[src/rtl/mastermind_pkg.sv]
// Shared types and width helpers for the mastermind game core.
// Default-configuration widths are exported for anything sized at the defaults.
package mastermind_pkg;

    typedef enum logic [2:0] {
        ST_IDLE,
        ST_ENTER,
        ST_SCORE_EXACT,
        ST_SCORE_COLOR,
        ST_WON,
        ST_LOST
    } mm_state_t;

    localparam int DEF_NUM_PEGS  = 4;
    localparam int DEF_COLOR_W   = 3;
    localparam int DEF_MAX_TURNS = 8;

    // Bits needed to hold a count from 0 up to and including max_val.
    function automatic int cnt_w(input int max_val);
        return (max_val < 1) ? 1 : $clog2(max_val + 1);
    endfunction

    localparam int PEG_CNT_W = $clog2(DEF_NUM_PEGS + 1);
    localparam int TURN_W    = $clog2(DEF_MAX_TURNS + 1);

endpackage

[src/rtl/mastermind_if.sv]
// Secret-code load handshake between the code source (PRNG) and the game core.
interface mastermind_if #(
    parameter int CODE_W = 12
);
    logic [CODE_W-1:0] code_in;
    logic              code_valid;
    logic              code_ready;

    modport master (output code_in, output code_valid, input code_ready);
    modport slave  (input code_in, input code_valid, output code_ready);
endinterface

[src/rtl/mm_scorer.sv]
// Sequential black/white scorer: one peg per cycle, then one colour per cycle.
// done, black and white are valid together in the final colour cycle.
module mm_scorer
    import mastermind_pkg::*;
#(
    parameter int NUM_PEGS = 4,
    parameter int COLOR_W  = 3
) (
    input  logic                          clk,
    input  logic                          rst_n,
    input  logic                          start,
    input  logic [NUM_PEGS*COLOR_W-1:0]   code,
    input  logic [NUM_PEGS*COLOR_W-1:0]   guess,
    output logic                          exact_done,
    output logic                          done,
    output logic [cnt_w(NUM_PEGS)-1:0]    black,
    output logic [cnt_w(NUM_PEGS)-1:0]    white
);
    localparam int NUM_COLORS = 1 << COLOR_W;
    localparam int PC_W       = cnt_w(NUM_PEGS);
    localparam int STEP_W     = $clog2((NUM_COLORS > NUM_PEGS) ? NUM_COLORS : NUM_PEGS);

    logic              exact_ph, color_ph;
    logic [STEP_W-1:0] step;
    logic [PC_W-1:0]   code_cnt  [NUM_COLORS];
    logic [PC_W-1:0]   guess_cnt [NUM_COLORS];
    logic [PC_W-1:0]   black_acc, sum_acc, sum_next, cc, gc;
    logic [COLOR_W-1:0] code_peg, guess_peg;

    always_comb begin
        code_peg  = code[step*COLOR_W +: COLOR_W];
        guess_peg = guess[step*COLOR_W +: COLOR_W];
        cc        = code_cnt[step[COLOR_W-1:0]];
        gc        = guess_cnt[step[COLOR_W-1:0]];
        sum_next  = sum_acc + ((cc < gc) ? cc : gc);
    end

    assign exact_done = exact_ph && (step == '0);
    assign done       = color_ph && (step == '0);
    assign black      = black_acc;
    assign white      = sum_next - black_acc;

    // Pegs and colours are walked from the top index down so step is a plain down-counter.
    always_ff @(posedge clk or negedge rst_n) begin
        if (!rst_n) begin
            exact_ph  <= 1'b0;
            color_ph  <= 1'b0;
            step      <= '0;
            black_acc <= '0;
            sum_acc   <= '0;
            for (int i = 0; i < NUM_COLORS; i++) begin
                code_cnt[i]  <= '0;
                guess_cnt[i] <= '0;
            end
        end else if (start && !exact_ph && !color_ph) begin
            exact_ph  <= 1'b1;
            step      <= STEP_W'(NUM_PEGS - 1);
            black_acc <= '0;
            sum_acc   <= '0;
            for (int i = 0; i < NUM_COLORS; i++) begin
                code_cnt[i]  <= '0;
                guess_cnt[i] <= '0;
            end
        end else if (exact_ph) begin
            if (code_peg == guess_peg) black_acc <= black_acc + PC_W'(1);
            code_cnt[code_peg]   <= code_cnt[code_peg] + PC_W'(1);
            guess_cnt[guess_peg] <= guess_cnt[guess_peg] + PC_W'(1);
            if (step == '0) begin
                exact_ph <= 1'b0;
                color_ph <= 1'b1;
                step     <= STEP_W'(NUM_COLORS - 1);
            end else begin
                step <= step - STEP_W'(1);
            end
        end else if (color_ph) begin
            sum_acc <= sum_next;
            if (step == '0) color_ph <= 1'b0;
            else            step     <= step - STEP_W'(1);
        end
    end

endmodule

[src/rtl/mastermind_core.sv]
// Mastermind game controller: guess editing, scoring sequence, history and end-of-game flags.
//   state          | meaning
//   ST_IDLE        | waiting for a secret code, code_ready high
//   ST_ENTER       | editing guess (mode 0) or reviewing history (mode 1)
//   ST_SCORE_EXACT | scorer walking pegs, buttons ignored
//   ST_SCORE_COLOR | scorer walking colours, buttons ignored
//   ST_WON         | last guess was all black, select returns to idle
//   ST_LOST        | turns exhausted, select returns to idle
module mastermind_core
    import mastermind_pkg::*;
#(
    parameter int NUM_PEGS  = 4,
    parameter int COLOR_W   = 3,
    parameter int MAX_TURNS = 8
) (
    input  logic                          clk,
    input  logic                          rst_n,
    mastermind_if.slave                   code_bus,
    input  logic                          mode,
    input  logic                          select,
    input  logic                          left,
    input  logic                          right,
    input  logic                          up,
    input  logic                          down,
    output logic [NUM_PEGS*COLOR_W-1:0]   guess_out,
    output logic [$clog2(NUM_PEGS)-1:0]   cursor,
    output logic [NUM_PEGS*COLOR_W-1:0]   hist_out,
    output logic [cnt_w(NUM_PEGS)-1:0]    hist_black,
    output logic [cnt_w(NUM_PEGS)-1:0]    hist_white,
    output logic [$clog2(MAX_TURNS)-1:0]  hist_idx,
    output logic [cnt_w(MAX_TURNS)-1:0]   turn_count,
    output logic                          busy,
    output logic                          won,
    output logic                          lost
);
    localparam int CODE_W = NUM_PEGS * COLOR_W;
    localparam int CUR_W  = $clog2(NUM_PEGS);
    localparam int HI_W   = $clog2(MAX_TURNS);
    localparam int TC_W   = cnt_w(MAX_TURNS);
    localparam int PC_W   = cnt_w(NUM_PEGS);

    mm_state_t          state, next_state;
    logic [CODE_W-1:0]  secret, guess;
    logic [CUR_W-1:0]   cur;
    logic [HI_W-1:0]    hidx, wr_idx;
    logic [TC_W-1:0]    turns;
    logic [CODE_W-1:0]  hist_code [MAX_TURNS];
    logic [PC_W-1:0]    hist_blk  [MAX_TURNS];
    logic [PC_W-1:0]    hist_wht  [MAX_TURNS];
    logic               score_start, exact_done, score_done;
    logic [PC_W-1:0]    black, white;
    logic               load, edit, review;

    assign wr_idx = turns[HI_W-1:0];
    assign load   = code_bus.code_valid && code_bus.code_ready;
    assign edit   = (state == ST_ENTER) && !mode;
    assign review = mode && (state == ST_ENTER || state == ST_WON || state == ST_LOST);

    mm_scorer #(.NUM_PEGS(NUM_PEGS), .COLOR_W(COLOR_W)) u_scorer (
        .clk        (clk),
        .rst_n      (rst_n),
        .start      (score_start),
        .code       (secret),
        .guess      (guess),
        .exact_done (exact_done),
        .done       (score_done),
        .black      (black),
        .white      (white)
    );

    always_ff @(posedge clk or negedge rst_n) begin
        if (!rst_n) state <= ST_IDLE;
        else        state <= next_state;
    end

    always_comb begin
        next_state          = state;
        code_bus.code_ready = 1'b0;
        busy                = 1'b0;
        won                 = 1'b0;
        lost                = 1'b0;
        score_start         = 1'b0;
        case (state)
            ST_IDLE: begin
                code_bus.code_ready = 1'b1;
                if (code_bus.code_valid) next_state = ST_ENTER;
            end
            ST_ENTER: begin
                if (!mode && select) begin
                    score_start = 1'b1;
                    next_state  = ST_SCORE_EXACT;
                end
            end
            ST_SCORE_EXACT: begin
                busy = 1'b1;
                if (exact_done) next_state = ST_SCORE_COLOR;
            end
            ST_SCORE_COLOR: begin
                busy = 1'b1;
                if (score_done) begin
                    if (black == PC_W'(NUM_PEGS))          next_state = ST_WON;
                    else if (turns == TC_W'(MAX_TURNS - 1)) next_state = ST_LOST;
                    else                                    next_state = ST_ENTER;
                end
            end
            ST_WON: begin
                won = 1'b1;
                if (select) next_state = ST_IDLE;
            end
            ST_LOST: begin
                lost = 1'b1;
                if (select) next_state = ST_IDLE;
            end
            default: next_state = ST_IDLE;
        endcase
    end

    always_ff @(posedge clk or negedge rst_n) begin
        if (!rst_n) begin
            secret <= '0;
            guess  <= '0;
            cur    <= '0;
            hidx   <= '0;
            turns  <= '0;
            for (int i = 0; i < MAX_TURNS; i++) begin
                hist_code[i] <= '0;
                hist_blk[i]  <= '0;
                hist_wht[i]  <= '0;
            end
        end else if (load) begin
            secret <= code_bus.code_in;
            guess  <= '0;
            cur    <= '0;
            hidx   <= '0;
            turns  <= '0;
            for (int i = 0; i < MAX_TURNS; i++) begin
                hist_code[i] <= '0;
                hist_blk[i]  <= '0;
                hist_wht[i]  <= '0;
            end
        end else if (edit) begin
            if (select) begin
                hist_code[wr_idx] <= guess;
            end else if (left) begin
                cur <= (cur == '0) ? CUR_W'(NUM_PEGS - 1) : cur - CUR_W'(1);
            end else if (right) begin
                cur <= (cur == CUR_W'(NUM_PEGS - 1)) ? '0 : cur + CUR_W'(1);
            end else if (up) begin
                guess[cur*COLOR_W +: COLOR_W] <= guess[cur*COLOR_W +: COLOR_W] + COLOR_W'(1);
            end else if (down) begin
                guess[cur*COLOR_W +: COLOR_W] <= guess[cur*COLOR_W +: COLOR_W] - COLOR_W'(1);
            end
        end else if (review) begin
            // Saturate at the newest scored entry; stays 0 when nothing is scored yet.
            if (up) begin
                if (TC_W'(hidx) + TC_W'(1) < turns) hidx <= hidx + HI_W'(1);
            end else if (down) begin
                if (hidx != '0) hidx <= hidx - HI_W'(1);
            end
        end else if (state == ST_SCORE_COLOR && score_done) begin
            hist_blk[wr_idx] <= black;
            hist_wht[wr_idx] <= white;
            turns            <= turns + TC_W'(1);
        end
    end

    assign guess_out  = guess;
    assign cursor     = cur;
    assign hist_idx   = hidx;
    assign turn_count = turns;
    assign hist_out   = hist_code[hidx];
    assign hist_black = hist_blk[hidx];
    assign hist_white = hist_wht[hidx];

endmodule
[src/flat_wrapper.sv]
// flat-port wrapper written by rule: the top's interface ports become plain ports
module mastermind_core_flat import mastermind_pkg::*;
#(
    parameter int NUM_PEGS  = 4,
    parameter int COLOR_W   = 3,
    parameter int MAX_TURNS = 8
)
  (clk, rst_n, mode, select, left, right, up, down, guess_out, cursor, hist_out, hist_black, hist_white, hist_idx, turn_count, busy, won, lost, code_bus_code_in, code_bus_code_valid, code_bus_code_ready);
  mastermind_if code_bus_i ();
  input  logic clk;
  input  logic rst_n;
  input  logic mode;
  input  logic select;
  input  logic left;
  input  logic right;
  input  logic up;
  input  logic down;
  output logic [NUM_PEGS*COLOR_W-1:0] guess_out;
  output logic [$clog2(NUM_PEGS)-1:0] cursor;
  output logic [NUM_PEGS*COLOR_W-1:0] hist_out;
  output logic [cnt_w(NUM_PEGS)-1:0] hist_black;
  output logic [cnt_w(NUM_PEGS)-1:0] hist_white;
  output logic [$clog2(MAX_TURNS)-1:0] hist_idx;
  output logic [cnt_w(MAX_TURNS)-1:0] turn_count;
  output logic busy;
  output logic won;
  output logic lost;
  input wire logic [$bits(code_bus_i.code_in)-1:0] code_bus_code_in;
  input wire logic [$bits(code_bus_i.code_valid)-1:0] code_bus_code_valid;
  output wire logic [$bits(code_bus_i.code_ready)-1:0] code_bus_code_ready;
  assign code_bus_i.code_in = code_bus_code_in;
  assign code_bus_i.code_valid = code_bus_code_valid;
  assign code_bus_code_ready = code_bus_i.code_ready;
  mastermind_core #(.NUM_PEGS(NUM_PEGS), .COLOR_W(COLOR_W), .MAX_TURNS(MAX_TURNS)) u_core (.clk(clk), .rst_n(rst_n), .code_bus(code_bus_i), .mode(mode), .select(select), .left(left), .right(right), .up(up), .down(down), .guess_out(guess_out), .cursor(cursor), .hist_out(hist_out), .hist_black(hist_black), .hist_white(hist_white), .hist_idx(hist_idx), .turn_count(turn_count), .busy(busy), .won(won), .lost(lost));
endmodule
[config.mk]
export PLATFORM = sky130hd
export DESIGN_NAME = mastermind_core_flat
export DESIGN_NICKNAME = d
export VERILOG_FILES = /design/src/rtl/mastermind_pkg.sv /design/src/rtl/mastermind_if.sv /design/src/rtl/mm_scorer.sv /design/src/rtl/mastermind_core.sv /design/src/flat_wrapper.sv
export SDC_FILE = /design/constraint.sdc
export NUM_CORES = 1
export LEC_CHECK = 0
export CAP_MARGIN = 20
export CORE_MARGIN = 1
export CORE_UTILIZATION = 50
export DETAILED_ROUTE_END_ITERATION = 10
export HOLD_SLACK_MARGIN = 0.15
export PLACE_DENSITY = 0.8
export SLEW_MARGIN = 10
export SYNTH_ARGS = -nofsm -noshare
export SYNTH_HDL_FRONTEND = slang
export SYNTH_SLANG_ARGS = --single-unit
[constraint.sdc]
create_clock -name clk -period 4.05 [get_ports clk]
set_input_delay 0.405 -clock clk [delete_from_list [all_inputs] [get_ports clk]]
set_output_delay 0.405 -clock clk [all_outputs]
set_load 0.02 [all_outputs]
==> results of run 1 <==
[routing by layer]
metal,track usage,wire length [um],vias up,part of all wire
li1,-,-,4851,-
met1,0.3572,14010,5414,0.39
met2,0.4567,17460,540,0.49
met3,0.04227,2742,108,0.077
met4,0.1189,1283,0,0.036
met5,0,0,-,0
[sequential cells by signal, indices dropped and copies added (netlist names), 3 cells and up]
signal	count
u_core.guess_out	12
u_core.hist_blk	24
u_core.hist_code	96
u_core.hist_idx	3
u_core.hist_wht	24
u_core.secret	12
u_core.state	3
u_core.turn_count	4
u_core.u_scorer.black	3
u_core.u_scorer.code_cnt	24
u_core.u_scorer.guess_cnt	24
u_core.u_scorer.step	3
u_core.u_scorer.sum_acc	3
[synth_stat cells (15+ instances only)]
master / instances / area [um2]
nand2_1: 372 / 1396
dfrtp_1: 239 / 5981
a21oi_1: 123 / 615.6
clkbuf_1: 82 / 307.8
nand3_1: 68 / 340.3
nor2_1: 64 / 240.2
mux4_2: 56 / 1261
o21ai_0: 42 / 210.2
mux2i_1: 39 / 390.4
inv_1: 27 / 101.4
ha_1: 22 / 275.3
nor3_1: 20 / 100.1
o21ai_1: 15 / 75.07
[worst paths after layout]
| check | from | end | slack [ps] | cells after the start |
|---|---|---|---|---|
| worst max-delay path | u_core.u_scorer.step[0]$_DFFE_PN0P_ | u_core.hist_wht[14]$_DFFE_PN0P_ | 40 | 18 |
| worst min-delay path | code_bus_code_in[1] | u_core.secret[1]$_DFFE_PN0P_ | 390 | 3 |
| worst max register to register | u_core.u_scorer.step[0]$_DFFE_PN0P_ | u_core.hist_wht[14]$_DFFE_PN0P_ | 40 | 18 |
| worst min register to register | u_core.secret[9]$_DFFE_PN0P_ | u_core.secret[9]$_DFFE_PN0P_ | 480 | 2 |
| max in group asynchronous | rst_n | u_core.hist_code[11]$_DFFE_PN0P_ | 2400 | 3 |
| min in group asynchronous | rst_n | u_core.u_scorer.code_cnt[6]$_DFFE_PN0P_ | 530 | 2 |
[cell families (layout without fill, tap and decap cells)]
kind of cell,after synthesis,in the layout,synth area share
DFF,239,239,0.4636
other,0,1,0
muxes,105,105,0.1403
xor gates and xnor gates,14,14,0.01067
buffers and inverters,135,194,0.04258
adders and majority gates,25,25,0.02599
and+or+nand+nor,599,599,0.2008
AOI/OAI and AO/OA,251,251,0.1161
[per-stage QoR]
stage / hold slack [ps] / cell area [um2]
finish: 389.0 / 15020
floorplan: 109.4 / 12910
global route: 407.1 / 15020
CTS: 382.1 / 14960
global placement: 455.8 / 13900
detailed placement: 459.9 / 13900
[repair_timing]
item,4_1_cts,5_1_grt
endpoints found under the hold margin,120,0
hold buffers,1,0
pin swaps,8,10
buffers inserted,3,2
resized for setup,16,8
endpoints found under the setup margin,8,8
[worst register-to-register path: cells and delay by family (launching register included)]
kind,cells,cell delay (ps)
adders and majority gates,4,1420
muxes,2,600
xor gates and xnor gates,3,490
DFF,1,440
buffers and inverters,4,430
AOI/OAI and AO/OA,3,310
and+or+nand+nor,2,160
[final cells by class]
| type | instances | area [um2] |
|---|---|---|
| clock inverter | 20 | 287.8 |
| tap | 330 | 412.9 |
| antenna | 1 | 2.502 |
| fill | 2024 | 10240 |
| multi-input combinational | 994 | 6436 |
| sequential | 239 | 5984 |
| timing repair buffer | 116 | 1092 |
| inverter | 28 | 105.1 |
| clock buffer | 30 | 696.9 |
[cells in the final DEF, fill, tap and decap left out, types with 4 or more instances in the layout]
master / Yosys / layout
nand3_1: 68 / 68
o21ai_1: 15 / 16
or3_1: 14 / 14
nand2_1: 372 / 369
a21oi_1: 123 / 121
a22o_1: 4 / 4
a22oi_1: 5 / 5
mux2_2: 6 / 6
a311o_1: 6 / 6
ha_1: 22 / 20
nor2_1: 64 / 64
a211oi_1: 14 / 14
nand3b_1: 5 / 5
o211ai_1: 5 / 5
clkinv_2: 0 / 5
buf_4: 2 / 45
nand4_1: 10 / 10
mux2i_1: 39 / 36
o21ai_0: 42 / 41
nor3b_1: 7 / 7
clkbuf_16: 0 / 27
o31ai_1: 9 / 9
bufinv_16: 0 / 6
nand2b_1: 5 / 5
xor2_1: 8 / 7
dfrtp_1: 239 / 236
nor3_1: 20 / 20
inv_1: 27 / 26
nor2b_1: 13 / 13
mux4_2: 56 / 57
clkdlybuf4s50_1: 0 / 62
[report_power, final]
part / internal, mW / leakage, nW / switching (mW)
Sequential: 2.91 / 3.17 / 0.694
Combinational: 2.44 / 2.77 / 2.92
Clock: 1.64 / 0.475 / 1.05
==> run summary, run 1 <==
Core footprint - 25250 um2
Routed vias/inst - 6.208
Largest net degree at the start of global routing - 123
Area grow syn2layout - 16.42%
Pwr Total - 11.65 mW
Hpwl dp - 22.77 mm
CP max FO - 8
Chip width - 162.6 um
Max Root-Sink Buffers - 3
Endpoints failing setup - 0
CTS buffer count - 27
GR Overflow Total - 0
Unique masters post-synth - 71
Crit path largest cell delay - 590 ps
Asr flop ratio synth - 1.000
Initial antenna violation count - 1
DR pass1 iterations - 5
Setup WS pre-CTS - -259.8 ps
Global placer's final weighted congestion - 0.9229
Status - completed
Post-route antenna net violation count - 0
Syn Inst Count - 1368
Vias in the first global route - 10780
Worst skew pair latency - 540 ps
CTS tree - done
Leakage - 6.420 nW
Worst vdd ir - 0.6224 mV
Dominant synthesized flop cell - dfrtp_1
Crit path DAT - 4400 ps
Syn Area/Cell - 9.430 um2
Final wirelength - 35.49 mm
IO Count - 64
PD cells - 775.7 nW/um2
Sinks on Clock Net - 239
Hold crit path type - input port to register
Overall routing resource usage - 0.2744
Relative slew margins - 0.2843
DR WL/cell - 20.19 um
Mapped cell area - 12900 um2
Max-Cap Viols - 0
Final #Nets - 1452
H-tree levels - 1
Residual DRC - 0
CP delay by family, top - adder cells
Yosys reg bits - 239
Tcrit/Tclk final - 0.9891
Sequential share of the synthesized area - 0.4636
Slew Limit Fails - 0
Post-synth EDFFs - 0
Fin. Hold Viols - 0
First-pass GRT wire length - 57.05 mm
Startpoint class of the critical path - register
Reg clk slew, reported paths - 70 ps
Min Tclk post-route - 4006 ps
Crit Path Category - register to register
Final std cells w/o fill - 1758
Net count after synthesis - 1414
Clk_skew - 13.96 ps
I/O Buffers - 63
Root Buffer - clkbuf_16
Setup TNS - 0 ps
Worst-path cell with the longest stage delay - fa_1
Synth warnings - 0
Req. time, crit path - 4450 ps
Fin util - 0.5947
Unrepaired setup endpoints after global routing - yes
Starting DRC count in detailed routing - 1283
CP Capture Type - register
Layout cells sized above 1 - 0.1345
Die height - 162.6 um
Cells after DPL - 1701
Max Fclk - 249.6 MHz
CP Cell Sequence - buf_12 -> buf_8 -> mux4_2 -> nand2_2 -> nand2_2 -> ha_4 -> o21ai_1 -> a21oi_1 -> a21oi_2 -> ha_2 -> fa_1 -> inv_2 -> fa_2 -> xor2_2 -> xnor2_2 -> xnor2_2 -> buf_6 -> mux2i_1
Final WS setup - 44.33 ps
Vias - 10910
Initial Util - 0.5108
CP bufs+invs - 4
Row cnt - 58
Die area - 26450 um2
Worst slew pin tran - 1074 ps
(Power assumes the default switching activity.)
==> inputs of run 2 (changes only) <==
CELL_PAD_IN_SITES_DETAIL_PLACEMENT = 0   (was not set)
CELL_PAD_IN_SITES_GLOBAL_PLACEMENT = 2   (was not set)
CORE_UTILIZATION = 35   (was 50)
CTS_CLUSTER_SIZE = 30   (was not set)
PLACE_DENSITY = 0.85   (was 0.8)
==> run summary, run 2 (synthesis gave the netlist of run 1 again) <==
Worst skew pair latency - 560 ps (+20 ps)
PD cells - 770.5 nW/um2 (-0.66%)
Area grow syn2layout - 18.26%
Crit path DAT - 4370 ps (-30 ps)
Sinks on Clock Net - 239 (unchanged)
Routed vias/inst - 5.495 (-11%)
GR Overflow Total - 0 (unchanged)
Initial antenna violation count - 0 (-1)
First-pass GRT wire length - 60.84 mm (+6.6%)
CP max FO - 8 (unchanged)
Max reg flops - 96 (unchanged)
Worst slew pin tran - 1078 ps (+3.936 ps)
ANT cells - 0 (-1)
CP Cell Sequence - buf_6 -> mux4_2 -> mux2i_4 -> ha_4 -> a21boi_1 -> o21a_1 -> o31a_1 -> fa_1 -> inv_2 -> fa_2 -> xor2_2 -> xnor2_2 -> xnor2_2 -> buf_6 -> mux2i_1
Crit path largest cell delay - 560 ps (-30 ps)
Status - completed
Final #Nets - 1452 (unchanged)
Unrepaired setup endpoints after global routing - yes
CTS tree - done
CP bufs+invs - 3 (-1)
IO Count - 64 (unchanged)
Clock power frac - 0.241 (+0.011)
Final wirelength - 37.95 mm (+6.9%)
Root Buffer - clkbuf_16
Post-route antenna net violation count - 0 (unchanged)
Worst-path cell with the longest stage delay - fa_1
Starting DRC count in detailed routing - 772 (-40%)
Max-Cap Viols - 0 (unchanged)
Layout cells sized above 1 - 0.1345 (about the same)
Logic pwr share - 0.458 (-0.002)
DR pass1 iterations - 5 (unchanged)
Setup WS pre-CTS - -199.7 ps (+60.11 ps)
Most flops, register - u_core.hist_code
Max Fclk - 252.8 MHz (+1.3%)
Req. time, crit path - 4460 ps (about the same)
Crit Path Category - register to register
Max Root-Sink Buffers - 3 (unchanged)
CP delay by family, top - adder cells
Tcrit/Tclk final - 0.9768 (-0.01224)
Endpoints failing setup - 0 (unchanged)
Final WS setup - 93.88 ps (+49.55 ps)
Min Tclk post-route - 3956 ps (-49.55 ps)
Die height - 194.0 um (+19%)
Initial Util - 0.3592 (-0.1516)
Most common cell after layout, fill and taps aside - nand2_1
Worst vdd ir - 0.6676 mV (+7.3%)
Slew Limit Fails - 0 (unchanged)
Internal power - 7.061 mW (+1.0%)
Fin util - 0.4248 (-0.1699)
H-tree levels - 1 (unchanged)
Residual DRC - 0 (unchanged)
Leakage - 6.462 nW (+0.65%)
Final std cells w/o fill - 1889 (+7.5%)
CP Capture Type - register
CTS buffer count - 28 (+3.7%)
Overall routing resource usage - 0.2036 (-0.07086)
Hpwl dp - 24.77 mm (+8.8%)
I/O Buffers - 63 (unchanged)
Cells after DPL - 1833 (+7.8%)
Chip width - 194.0 um (+19%)
DR WL/cell - 20.09 um (-0.49%)
Clk_skew - 11.43 ps (-2.530 ps)
Fin. Hold Viols - 0 (unchanged)
Die area - 37630 um2 (+42%)
Hold crit path type - input port to register
Row cnt - 69 (+19%)
Reg clk slew, reported paths - 60 ps (about the same)
Pwr Total - 11.76 mW (+0.91%)
Net Sw Power - 4.695 mW (+0.71%)
Relative slew margins - 0.2761 (-0.008151)
Core footprint - 35910 um2 (+42%)
Vias - 10380 (-4.9%)
Largest net degree at the start of global routing - 116 (-5.7%)
Seq pwr share - 0.301 (-0.009)
Global placer's final weighted congestion - 0.8723 (-5.5%)
Vias in the first global route - 10490 (-2.7%)
Startpoint class of the critical path - register
Sw frac - 0.3994 (-0.0007969)
Most frequent cells in the layout - nand2_1 (370), dfrtp_1 (235), a21oi_1 (122), nand3_1 (68), nor2_1 (64)
-- run 2: final timing paths --
check                                                    start                                 endpoint  slack [ps]  cells after the start
setup reg to reg           u_core.u_scorer.step[0]$_DFFE_PN0P_          u_core.hist_wht[17]$_DFFE_PN0P_          90                     15
setup / recovery           u_core.u_scorer.step[0]$_DFFE_PN0P_          u_core.hist_wht[17]$_DFFE_PN0P_          90                     15
max in group asynchronous                                rst_n         u_core.hist_code[60]$_DFFE_PN0P_        2560                      3
hold reg to reg                  u_core.secret[10]$_DFFE_PN0P_            u_core.secret[10]$_DFFE_PN0P_         480                      2
min in group asynchronous                                rst_n  u_core.u_scorer.code_cnt[9]$_DFFE_PN0P_         480                      2
hold / removal                            code_bus_code_in[11]            u_core.secret[11]$_DFFE_PN0P_         380                      3
-- run 2: layer usage --
layer	share of wire	wire, um	track usage
met1	0.46	17590	0.2870
met2	0.47	17770	0.3291
met3	0.046	1759	0.02957
met4	0.022	821	0.05056
met5	0	0	0
-- run 2: per-stage QoR --
step / area, um2 / TNS (ps) / hold WS [ps]
3_5_place_dp: 14070 / -1376 / 465.6
3_3_place_gp: 14070 / -862.9 / 464.3
6_report: 15260 / 0 / 380.4
5_1_grt: 15260 / -68.73 / 375.3
2_1_floorplan: 12910 / 0 / 109.4
4_1_cts: 15160 / -13.76 / 356.3
-- run 2: power groups by stage --
stage / combinational [mW] / sequential, mW / clock (mW)
after detailed placement: 4.91 / 3.56 / 0
after global placement: 4.87 / 3.55 / 0
after floorplan: 3.70 / 3.27 / 0
final: 5.38 / 3.54 / 2.83
after CTS: 5.18 / 3.53 / 2.89
after global routing: 5.85 / 3.62 / 2.99
-- run 2: timing repair --
item,4_1_cts,5_1_grt
hold buffers,1,0
setup buffers,2,0
pin swaps,7,6
resized for setup,12,11
endpoints found under the hold margin,113,0
setup endpoints to repair,8,8
-- run 2: cell type report --
| cell class | count | area (um2) |
|---|---|---|
| Fill cell | 3533 | 20660 |
| Multi-Input combinational cell | 994 | 6442 |
| Sequential cell | 239 | 5986 |
| Timing Repair Buffer | 115 | 1102 |
| Clock buffer | 37 | 805.8 |
| Tap cell | 461 | 576.8 |
| Clock inverter | 15 | 237.7 |
| Inverter | 28 | 105.1 |
-- run 2: tightest hold or removal path, cell delays in order --
cell and delay [ps]:
clkdlybuf4s50_1 390, nand2_1 60, nand2_1 40
